`src/rtl/datapath_step_sequencer.sv`:
```
// Multi-cycle FETCH/DECODE/EXEC/MEM/WB sequencer producing one-cycle datapath enables.
// Optional breakpoint support is enabled by defining DATAPATH_STEP_SEQUENCER_BREAKPOINT_EN.
module datapath_step_sequencer #(
  parameter int unsigned          PC_WIDTH    = 9,
  parameter int unsigned          OPCODE_W    = 4,
  parameter logic [OPCODE_W-1:0]  HALT_OPCODE = 4'hF,
  parameter int unsigned          CNT_W       = 16
) (
  input  logic                clk,
  input  logic                reset,
  input  logic                run,
  input  logic                step,
  input  logic                halt_req,
  input  logic                resume,
  input  logic [OPCODE_W-1:0] opcode,
  input  logic                dec_regwrite,
  input  logic                dec_memwrite,
  input  logic                dec_memtoreg,
  input  logic [PC_WIDTH-1:0] pc,
`ifdef DATAPATH_STEP_SEQUENCER_BREAKPOINT_EN
  input  logic [PC_WIDTH-1:0] bp_addr,
  input  logic                bp_valid,
  output logic                bp_hit,
`endif
  output logic                ir_load,
  output logic                pc_en,
  output logic                reg_we,
  output logic                mem_we,
  output logic                busy,
  output logic                halted,
  output logic [2:0]          phase,
  output logic [CNT_W-1:0]    retired
);

  typedef enum logic [2:0] {
    S_IDLE   = 3'd0,
    S_FETCH  = 3'd1,
    S_DECODE = 3'd2,
    S_EXEC   = 3'd3,
    S_MEM    = 3'd4,
    S_WB     = 3'd5,
    S_HALT   = 3'd6
  } state_t;

  state_t           state_q, state_d;
  logic             step_q, step_d;
  logic             ss_flag_q, ss_flag_d;
  logic [CNT_W-1:0] retired_q, retired_d;
  logic             step_rise;
  logic             bp_cond;

`ifdef DATAPATH_STEP_SEQUENCER_BREAKPOINT_EN
  logic             bp_hit_q, bp_hit_d;

  always_comb begin
    bp_cond = bp_valid && (pc == bp_addr);
  end
`else
  // No breakpoint hardware: pc is only folded in so the port stays referenced.
  always_comb begin
    bp_cond = (^pc) & 1'b0;
  end
`endif

  always_comb begin
    step_d    = step;
    step_rise = step & ~step_q;
  end

  always_comb begin
    state_d   = state_q;
    ss_flag_d = ss_flag_q;
    retired_d = retired_q;
`ifdef DATAPATH_STEP_SEQUENCER_BREAKPOINT_EN
    bp_hit_d  = bp_hit_q;
`endif
    unique case (state_q)
      S_IDLE: begin
        if (!halt_req) begin
          if (run) begin
            state_d   = S_FETCH;
            ss_flag_d = 1'b0;
          end else if (step_rise) begin
            state_d   = S_FETCH;
            ss_flag_d = 1'b1;
          end
        end
      end
      S_FETCH:  state_d = S_DECODE;
      S_DECODE: state_d = S_EXEC;
      S_EXEC:   state_d = (dec_memwrite || dec_memtoreg) ? S_MEM : S_WB;
      S_MEM:    state_d = S_WB;
      S_WB: begin
        if (retired_q != '1) begin
          retired_d = retired_q + 1'b1;
        end
        // The instruction always retires here; the halt sources only pick the next state.
        if (opcode == HALT_OPCODE) begin
          state_d   = S_HALT;
          ss_flag_d = 1'b0;
        end else if (bp_cond) begin
          state_d   = S_HALT;
          ss_flag_d = 1'b0;
`ifdef DATAPATH_STEP_SEQUENCER_BREAKPOINT_EN
          bp_hit_d  = 1'b1;
`endif
        end else if (halt_req) begin
          state_d   = S_HALT;
          ss_flag_d = 1'b0;
        end else if (ss_flag_q || !run) begin
          state_d   = S_IDLE;
          ss_flag_d = 1'b0;
        end else begin
          state_d   = S_FETCH;
        end
      end
      S_HALT: begin
        if (resume) begin
          state_d  = S_IDLE;
`ifdef DATAPATH_STEP_SEQUENCER_BREAKPOINT_EN
          bp_hit_d = 1'b0;
`endif
        end
      end
      default: state_d = S_IDLE;
    endcase
  end

  always_ff @(posedge clk or negedge reset) begin
    if (!reset) begin
      state_q   <= S_IDLE;
      step_q    <= 1'b0;
      ss_flag_q <= 1'b0;
      retired_q <= '0;
    end else begin
      state_q   <= state_d;
      step_q    <= step_d;
      ss_flag_q <= ss_flag_d;
      retired_q <= retired_d;
    end
  end

`ifdef DATAPATH_STEP_SEQUENCER_BREAKPOINT_EN
  always_ff @(posedge clk or negedge reset) begin
    if (!reset) begin
      bp_hit_q <= 1'b0;
    end else begin
      bp_hit_q <= bp_hit_d;
    end
  end

  always_comb begin
    bp_hit = bp_hit_q;
  end
`endif

  // Enables decode from the state register alone, so reset removes them asynchronously.
  always_comb begin
    ir_load = (state_q == S_FETCH);
    pc_en   = (state_q == S_WB);
    reg_we  = (state_q == S_WB) && dec_regwrite;
    mem_we  = (state_q == S_MEM) && dec_memwrite;
    busy    = (state_q == S_FETCH) || (state_q == S_DECODE) || (state_q == S_EXEC) ||
              (state_q == S_MEM) || (state_q == S_WB);
    halted  = (state_q == S_HALT);
    phase   = state_q;
    retired = retired_q;
  end

endmodule

```
`config.mk`:
```
export PLATFORM = sky130hd
export DESIGN_NAME = datapath_step_sequencer
export DESIGN_NICKNAME = d
export VERILOG_FILES = /design/src/rtl/datapath_step_sequencer.sv
export SDC_FILE = /design/constraint.sdc
export NUM_CORES = 1
export LEC_CHECK = 0
export BUFFER_PORTS_ARGS = -buffer_cell sky130_fd_sc_hd__buf_2
export CAP_MARGIN = 10
export CORE_MARGIN = 3
export CORE_UTILIZATION = 45
export DETAILED_ROUTE_END_ITERATION = 8
export PLACE_DENSITY = 0.76
export SYNTH_ARGS = -nofsm -noshare
export SYNTH_HDL_FRONTEND = slang
export SYNTH_SLANG_ARGS = --single-unit
```
`constraint.sdc`:
```
create_clock -name clk -period 1.95 [get_ports clk]
set_input_delay 0.0975 -clock clk [delete_from_list [all_inputs] [get_ports clk]]
set_output_delay 0.0975 -clock clk [all_outputs]
set_load 0.005 [all_outputs]
```
==> impl_metrics.json <==
{
  "ys.flop_type": "dfrtp_1",
  "endpoint_kind": "flop",
  "reg2reg_slack_ps": 150,
  "die_area_sq_um": 3145,
  "grt_max_degree": 22,
  "min_path_type": "primary input to flop",
  "portBuffers": 37,
  "r2r_cells": 6,
  "grt_first_pass_wirelength_mm": 4.181,
  "overflow": 0,
  "cp_max_fo": 8,
  "drive_above_1_share_pct": 36.00,
  "cts_buffers": 3,
  "r2r_start": "retired[0]",
  "grt_pass1_vias": 954,
  "grt.total_usage_pct": 16.48,
  "via_per_inst": 5.534,
  "fin_worst_skew_ps": 6.962,
  "cts_resized": 0,
  "worst_pin_slew_ps": 461.2,
  "synth.area.mux_share_pct": 2.328,
  "firstDrtPassIters": 4,
  "leakage_uw": 0.0007427,
  "synth.distinct_cells": 38,
  "antenna_cells": 0,
  "syn-num-nets": 129,
  "yosys_warnings": 0,
  "tritoncts": "done",
  "synth_compound_area_share_pct": 12.42,
  "yosysSeqAreaShare_pct": 46.56,
  "worstReg2RegEnd": "retired[1]",
  "synthAdderAreaFrac_pct": 1.109,
  "rsz0062_at_grt": "false",
  "max-cap-violations": 0,
  "num_rows": 17,
  "start_util_pct": 49.13,
  "die_h_um": 56.08,
  "synth.top_cell.area_share_pct": 46.56,
  "dp_hpwl_mm": 1.848,
  "seq_area_sq_um": 525.5,
  "antenna_found_initial": 0,
  "nFillCells": 203,
  "hold_violations": 0,
  "start_kind": "flop",
  "yosys-top-cells-area": "dfrtp_1, xnor2_1, xor2_1",
  "synth.avg_cell_area_sq_um": 10.65,
  "yosys.area_share.xor_xnor_pct": 9.313,
  "power.density_nw_per_um2": 962.1,
  "root_buffer": "clkbuf_4",
  "vias": 985,
  "drc_errors": 0,
  "setup_tns_ps": 0,
  "drtAntennaViolNets": 0,
  "gp_congestion": 0.7747,
  "synth-simple-area-share_pct": 26.61,
  "netlist_area_sq_um": 1129,
  "fin_area_sq_um": 1415,
  "holdPathEnd": "ss_flag_q",
  "whs_path_depth": 3,
  "synth_area_leader_cell": "dfrtp_1",
  "htree_levels": 1,
  "wirelength_mm": 2.386,
  "multi_input_area_sq_um": 584.3,
  "slew_violations": 0,
  "ios": 47,
  "first_iter_violations": 8,
  "worstPathArrival_ps": 2010,
  "wl_per_cell_um": 13.40,
  "critical_path_class": "flop to flop",
  "slew_headroom_pct": 69.26,
  "required_ps": 2160,
  "fmax_mhz": 555.7,
  "ir_drop_v": 0.0005197,
  "setup_viol": 0,
  "synth_seq_cells": 21,
  "synth_most_common_cell": "dfrtp_1",
  "cts.sinks": 21,
  "synthTopCellsByCount": "dfrtp_1, nand2_1, a21oi_1, nand3_1, xnor2_1",
  "clk_latency_ps": 310,
  "status": "finished clean",
  "period_minus_slack_ps": 1800,
  "core_sq_um": 2297,
  "syn-instance-count": 106,
  "fp.dieW_um": 56.08,
  "synth-edff-count": 0,
  "fin_nets": 174,
  "syn2layout_area_growth_pct": 25.39,
  "fin_crit_sh_pct": 92.29,
  "min-delay-start": "run",
  "path_clk_slew_ps": 120,
  "synth_top_family_by_area": "simple AND/OR/NAND/NOR gates",
  "post_dp_cell_area_sq_um": 1368,
  "cts_buffer_depth": 2,
  "postSynth.asyncResetShare_pct": 100.0
}
## layer usage
| metal | track usage (%) | vias up | part of all wire, % |
|---|---|---|---|
| li1 | - | 484 | - |
| met1 | 19.91 | 466 | 43 |
| met2 | 30.05 | 31 | 51 |
| met3 | 1.392 | 4 | 4.7 |
| met4 | 6.102 | 0 | 1.3 |
| met5 | 0 | - | 0 |
## layout make-up
cell class | count | share of cell area, %
timing repair buffer | 43 | 16.62
sequential | 21 | 37.14
tap | 28 | 2.476
inverter | 2 | 0.5305
clock buffer | 3 | 1.592
multi-input combinational | 80 | 41.29
clock inverter | 1 | 0.3537
## registers in the layout, indices dropped and copies added, names as in the netlist
name       cells
retired       16
step_q         1
phase          3
ss_flag_q      1
## metrics by stage
step | worst slack, ps | instances | hold slack, ps | utilization, % | total power [uW]
2_1_floorplan | 199.4 | 106 | -198.1 | - | 936.5
3_3_place_gp | 191.2 | 172 | 66.60 | 59.53 | 1133
3_5_place_dp | 170.0 | 172 | 69.65 | 59.53 | 1161
4_1_cts | 149.0 | 178 | 120.0 | 61.60 | 1369
5_1_grt | 45.93 | 178 | 124.1 | 61.60 | 1473
6_report | 150.4 | 178 | 118.8 | 61.60 | 1361
## worst max path at each step
stage / from / endpoint / slack, ps / depth (start not counted)
5_1_grt: retired[0] / retired[10] / 50 / 5
4_1_cts: retired[0] / retired[1] / 150 / 6
3_5_place_dp: retired[0] / retired[1] / 170 / 6
2_1_floorplan: retired[0] / retired[1] / 200 / 5
6_report: retired[0] / retired[1] / 150 / 6
3_3_place_gp: retired[0] / retired[1] / 190 / 6
## logic make-up (layout without fill, tap and decap cells)
kind of cell	Yosys count	in the layout
fa+ha+maj	1	1
flops	21	21
mux	2	2
simple gates	44	44
xor+xnor	12	12
buf+inv	5	49
compound gates	21	21
## cell usage in the layout, fill, tap and decap left out, types with 3 or more instances in the layout
| cell type | n |
|---|---|
| o21ai_0 | 3 |
| buf_2 | 37 |
| buf_4 | 4 |
| nand4_1 | 3 |
| nor2_1 | 4 |
| clkbuf_4 | 3 |
| nand2_1 | 9 |
| nor3_1 | 6 |
| nand3_1 | 7 |
| a21oi_1 | 7 |
| xnor2_1 | 7 |
| dfrtp_1 | 21 |
| xor2_1 | 5 |
## worst max-delay path, stage by stage, from the launching register on
cell and delay, ps:
dfrtp_1 420, ha_1 270, nand4_4 180, nor4_2 300, buf_4 170, nor2_2 50
mux2_4 300
## power breakdown
group,internal (uW),leakage (uW),switching [uW],total [uW]
combinational,257,0.000446,297,554
clock,76.5,0.0000177,135,212
sequential,513,0.000279,82.4,596
## what timing repair did
action | CTS | global route
buffers inserted | 0 | 0
hold buffers | 2 | 0
hold endpoints to repair | 22 | 0
No activity file was read; power rests on OpenSTA's default activity.
